**src/rtl/layer_piso_pkg.sv**
```systemverilog
// Shared CNN definitions: fixed-point word format and the serializer state type.
package layer_piso_pkg;

  // Bits per fixed-point word and number of fractional bits in that word.
  localparam int WORD_SIZE = 16;
  localparam int N_SIZE    = 8;

  // IDLE: empty and accepting; SEND: holding a vector and presenting words.
  typedef enum logic {
    IDLE = 1'b0,
    SEND = 1'b1
  } piso_state_t;

endpackage

```
**src/rtl/layer_piso_word_counter.sv**
```systemverilog
// Word index within the vector being sent.
// Counts up from 0 and saturates at LIMIT-1; terminal flags the last word.
module word_counter
  import layer_piso_pkg::*;
#(
  parameter int LIMIT = 2,
  parameter int WIDTH = $clog2(LIMIT)
) (
  input  logic clk,
  input  logic resetn,
  input  logic clear,
  input  logic enable,
  output logic terminal
);

  logic [WIDTH-1:0] count;

  // Clear wins over enable; the counter holds at the terminal value instead of wrapping.
  always_ff @(posedge clk) begin
    if (!resetn) begin
      count <= '0;
    end else if (clear) begin
      count <= '0;
    end else if (enable && !terminal) begin
      count <= count + 1'b1;
    end
  end

  assign terminal = (count == WIDTH'(LIMIT - 1));

endmodule

```
**src/rtl/layer_piso.sv**
```systemverilog
// Parallel-in serial-out converter: takes one layer vector, emits its words LSB first.
// ready_o depends combinationally on yumi_i so a new vector can be loaded while
// the last word of the current one is being consumed, with no bubble cycle.
module layer_piso
  import layer_piso_pkg::*;
#(
  parameter int LAYER_HEIGHT = 2,
  parameter int WORD_SIZE    = layer_piso_pkg::WORD_SIZE
) (
  input  logic                             clk_i,
  input  logic                             reset_i,
  input  logic                             valid_i,
  output logic                             ready_o,
  input  logic [LAYER_HEIGHT*WORD_SIZE-1:0] data_i,
  output logic                             valid_o,
  input  logic                             yumi_i,
  output logic [WORD_SIZE-1:0]             data_o,
  output logic                             last_o
);

  localparam int VEC_W = LAYER_HEIGHT * WORD_SIZE;

  piso_state_t      state_reg;
  piso_state_t      state_next;
  logic [VEC_W-1:0] shift_reg;
  logic             terminal;
  logic             load;
  logic             advance;
  logic             count_clear;

  word_counter #(
    .LIMIT(LAYER_HEIGHT)
  ) u_word_counter (
    .clk      (clk_i),
    .resetn   (reset_i),
    .clear    (count_clear),
    .enable   (advance),
    .terminal (terminal)
  );

  // State register.
  always_ff @(posedge clk_i) begin
    if (!reset_i) begin
      state_reg <= IDLE;
    end else begin
      state_reg <= state_next;
    end
  end

  // Next state, handshake and datapath controls.
  always_comb begin
    state_next  = state_reg;
    ready_o     = 1'b0;
    load        = 1'b0;
    advance     = 1'b0;
    count_clear = 1'b0;
    case (state_reg)
      IDLE: begin
        ready_o = 1'b1;
        if (valid_i) begin
          load        = 1'b1;
          count_clear = 1'b1;
          state_next  = SEND;
        end
      end
      SEND: begin
        if (yumi_i) begin
          if (terminal) begin
            // Last word leaves now: take the next vector if offered, else go empty.
            ready_o     = 1'b1;
            count_clear = 1'b1;
            if (valid_i) begin
              load = 1'b1;
            end else begin
              state_next = IDLE;
            end
          end else begin
            advance = 1'b1;
          end
        end
      end
      default: state_next = IDLE;
    endcase
  end

  // Vector register: load whole vector, or shift right one word so word[count] sits at the bottom.
  always_ff @(posedge clk_i) begin
    if (!reset_i) begin
      shift_reg <= '0;
    end else if (load) begin
      shift_reg <= data_i;
    end else if (advance) begin
      shift_reg <= {{WORD_SIZE{1'b0}}, shift_reg[VEC_W-1:WORD_SIZE]};
    end
  end

  assign valid_o = (state_reg == SEND);
  assign last_o  = valid_o & terminal;
  assign data_o  = shift_reg[WORD_SIZE-1:0];

endmodule

```
**config.mk**
```make
export PLATFORM = sky130hd
export DESIGN_NAME = layer_piso
export DESIGN_NICKNAME = d
export VERILOG_FILES = /design/src/rtl/layer_piso_pkg.sv /design/src/rtl/layer_piso_word_counter.sv /design/src/rtl/layer_piso.sv
export SDC_FILE = /design/constraint.sdc
export NUM_CORES = 1
export LEC_CHECK = 0
export ABC_AREA = 1
export BUFFER_PORTS_ARGS = -buffer_cell sky130_fd_sc_hd__clkbuf_2
export CORE_MARGIN = 2
export CORE_UTILIZATION = 28
export DETAILED_ROUTE_END_ITERATION = 7
export PLACE_DENSITY_LB_ADDON = 0.25
export REMOVE_ABC_BUFFERS = 1
export SLEW_MARGIN = 20
export SYNTH_ARGS = -nofsm -noshare
export SYNTH_HDL_FRONTEND = slang
export SYNTH_SLANG_ARGS = --single-unit
export TNS_END_PERCENT = 50
```
**constraint.sdc**
```tcl
create_clock -name clk_i -period 1.8 [get_ports clk_i]
set_input_delay 0.45 -clock clk_i [delete_from_list [all_inputs] [get_ports clk_i]]
set_output_delay 0.45 -clock clk_i [all_outputs]
set_load 0.02 [all_outputs]
```
==> impl_metrics.xml <==
<?xml version="1.0" encoding="UTF-8"?>
<metrics>
  <group name="floorplanning">
    <metric name="floorplan.die_area" unit="um2">7317</metric>
    <metric name="initial_utilization" unit="">0.2915</metric>
    <metric name="ios" unit="">55</metric>
    <metric name="core_region_area" unit="um2">6386</metric>
    <metric name="chipWidth" unit="um">85.54</metric>
    <metric name="die_h" unit="um">85.54</metric>
    <metric name="fp-row-count" unit="">29</metric>
  </group>
  <group name="timing">
    <metric name="final.min_clock_period" unit="ns">1.608</metric>
    <metric name="slew-limit-headroom" unit="">0.6922</metric>
    <metric name="slew_viol_final" unit="">0</metric>
    <metric name="worst_slew_pin_slew" unit="ns">0.4617</metric>
    <metric name="setup-tns-final" unit="ns">0</metric>
    <metric name="share_of_the_clock_period_used_by_the_worst_path" unit="">0.8933</metric>
    <metric name="rsz0062_at_grt" unit="">false</metric>
    <metric name="fin_worst_skew" unit="ns">0.005249</metric>
    <metric name="setup_viol" unit="">0</metric>
    <metric name="max_clock_freq" unit="MHz">621.9</metric>
    <metric name="final_hold_viol_count" unit="">0</metric>
    <metric name="hold_ws" unit="ns">0.4080</metric>
  </group>
  <group name="route">
    <metric name="highest-signal-layer" unit="">met4</metric>
    <metric name="routed_wirelength" unit="mm">4.535</metric>
    <metric name="via_cell_ratio" unit="">4.746</metric>
    <metric name="routedWlPerCell" unit="um">13.26</metric>
    <metric name="wl_met1" unit="mm">2.298</metric>
    <metric name="drc" unit="">0</metric>
    <metric name="route.met2.wl" unit="mm">1.977</metric>
    <metric name="met3RoutedLength" unit="um">211</metric>
    <metric name="postRouteAntennaNets" unit="">0</metric>
    <metric name="number_of_drc_violations_after_detailed_routing_iteration_0" unit="">85</metric>
    <metric name="detailedRoute.firstPassIterationCount" unit="">4</metric>
    <metric name="total_via_count_in_the_routed_design" unit="">1623</metric>
  </group>
  <group name="worst_setup_path">
    <metric name="crit_chain" unit="">buf_4, nand2_1, inv_1, clkbuf_2</metric>
    <metric name="crit_path_top_delay_cell" unit="">dfxtp_2</metric>
    <metric name="critical_path_class" unit="">flip-flop to primary output</metric>
    <metric name="cp_data_arrival_time" unit="ns">1.16</metric>
    <metric name="worstSetupEndpointType" unit="">primary output</metric>
    <metric name="path_max_fanout" unit="">8</metric>
    <metric name="crit_path_start_kind" unit="">flip-flop</metric>
    <metric name="critical-path-max-stage-delay" unit="ns">0.43</metric>
    <metric name="data_required_time_of_the_worst_path" unit="ns">1.35</metric>
  </group>
  <group name="clock_network">
    <metric name="tritoncts" unit="">done</metric>
    <metric name="cts_made_buffers" unit="">5</metric>
    <metric name="clock_tree.root_cell" unit="">clkbuf_8</metric>
    <metric name="cts_htree_levels" unit="">2</metric>
    <metric name="clock_latency" unit="ns">0.28</metric>
    <metric name="clock_sinks" unit="">34</metric>
    <metric name="clk_pin_slew" unit="ns">0.06</metric>
    <metric name="clock_path_buffers" unit="">2</metric>
  </group>
  <group name="layout">
    <metric name="antenna_diode_count" unit="">0</metric>
    <metric name="final_layout_size_suffix_gt1_frac" unit="">0.3585</metric>
    <metric name="max_reg_flops" unit="">32</metric>
    <metric name="num-nets-final" unit="">301</metric>
    <metric name="area_delta_synth_final" unit="%">14.85</metric>
  </group>
  <group name="pwr">
    <metric name="switch_share" unit="">0.2955</metric>
    <metric name="combPwrFrac" unit="">0.210</metric>
    <metric name="vdd.ir_drop.worst" unit="V">0.0002615</metric>
    <metric name="p_leak" unit="nW">0.9191</metric>
    <metric name="post-layout-total-power" unit="mW">1.722</metric>
    <metric name="seq_power_share" unit="">0.486</metric>
    <metric name="netSwitchingPower" unit="mW">0.5088</metric>
    <metric name="power_density" unit="nW/um2">805.2</metric>
    <metric name="clock_power_share" unit="">0.304</metric>
    <metric name="cell_int_power" unit="mW">1.213</metric>
  </group>
  <group name="placement">
    <metric name="gp_congestion" unit="">0.6981</metric>
    <metric name="portBuffers" unit="">54</metric>
    <metric name="dp.final_hpwl" unit="mm">3.034</metric>
  </group>
  <group name="hold_path">
    <metric name="min-delay-path-class" unit="">input port to flip-flop</metric>
  </group>
  <group name="synthesis">
    <metric name="yosysSeqAreaShare" unit="">0.3656</metric>
    <metric name="synth.ff_latch_count" unit="">34</metric>
    <metric name="syn_avg_cell_area" unit="um2">8.060</metric>
    <metric name="post_synth_num_cell_types" unit="">18</metric>
    <metric name="area_of_the_mapped_netlist" unit="um2">1862</metric>
    <metric name="yosysWarningCount" unit="">0</metric>
    <metric name="postSynthCellCount" unit="">231</metric>
  </group>
  <group name="global_route">
    <metric name="grt_pass1_vias" unit="">1626</metric>
    <metric name="grt_antenna_before_repair" unit="">0</metric>
    <metric name="grt_first_pass_wirelength" unit="mm">7.734</metric>
    <metric name="grt_usage" unit="">0.1317</metric>
    <metric name="grt_overflow" unit="">0</metric>
    <metric name="grt_max_degree" unit="">34</metric>
  </group>
  <group name="job">
    <metric name="max_cap_violations" unit="">0</metric>
  </group>
  <group name="outcome">
    <metric name="outcome" unit="">finished, final reports clean</metric>
  </group>
</metrics>
==> worst max-delay path: cells and delay by family (launching register included) <==
kind,cells,cell delay [ns]
buf+inv,3,0.39
flops,1,0.43
simple gates,1,0.07
==> power groups by stage <==
stage	combinational (mW)	sequential (mW)	clock, mW
2_1_floorplan	0.162	0.892	0
3_3_place_gp	0.364	0.854	0
3_5_place_dp	0.367	0.855	0
4_1_cts	0.367	0.838	0.536
5_1_grt	0.405	0.845	0.566
6_report	0.361	0.837	0.524
==> metrics by stage <==
step	std cells	worst slack [ns]	cell area, um2	utilization
2_1_floorplan	192	-0.1146	1592	-
5_1_grt	342	0.09884	2138	0.3348
3_3_place_gp	335	0.2652	2061	0.3227
4_1_cts	342	0.03490	2137	0.3346
6_report	342	0.1920	2138	0.3348
3_5_place_dp	335	0.2621	2061	0.3227
==> cells in the mapped netlist (all sizes together) <==
cell | number | area share
nand3b | 16 | 0.065
buf | 34 | 0.14
clkbuf | 5 | 0.010
a21oi | 34 | 0.11
nand4 | 16 | 0.054
inv | 4 | 0.0081
dfxtp | 34 | 0.37
nand2 | 39 | 0.091
nand3 | 49 | 0.16
==> what timing repair did <==
action,4_1_cts,5_1_grt
setup buffers,0,0
gates resized for setup,0,1
hold buffers,0,0
setup endpoints to repair,0,1
==> final timing paths <==
kind	start	slack [ns]	to	cells past startpoint
max	valid_o	0.19	last_o	4
min	reset_i	0.41	u_word_counter.terminal	3
max reg2reg	u_word_counter.terminal	0.28	shift_reg[1]	4
min reg2reg	shift_reg[27]	0.47	shift_reg[27]	2
==> cells in the final DEF, fill, tap and decap left out <==
master,count
nand3b_1,16
nand4_1,16
nand2_4,3
clkbuf_8,5
buf_4,11
a21oi_2,9
dfxtp_1,33
a21oi_1,25
nand2_1,36
dfxtp_2,1
clkbuf_2,54
clkbuf_1,2
nand3_1,39
buf_12,1
nand3_4,1
inv_1,3
inv_2,1
nand3_2,9
==> layer usage <==
metal	vias up	global-route usage
li1	854	-
met1	725	0.1859
met2	38	0.1960
met3	6	0.03850
met4	0	0.03608
met5	-	0
==> cell type report <==
cell class	count	area, um2
clock buffers	7	76.32
fillers	728	4248
repair buffers	66	372.9
multi-input cells	154	895.9
inverters	4	15.01
flip-flops and latches	34	681.9
well taps	77	96.34
==> kinds of logic after synthesis <==
kind of cell / count (synthesis) / synth area share
and+or+nand+nor: 120 / 0.3716
buffers and inverters: 43 / 0.1532
DFF: 34 / 0.3656
AOI/OAI and AO/OA: 34 / 0.1095
(Power assumes the default switching activity.)
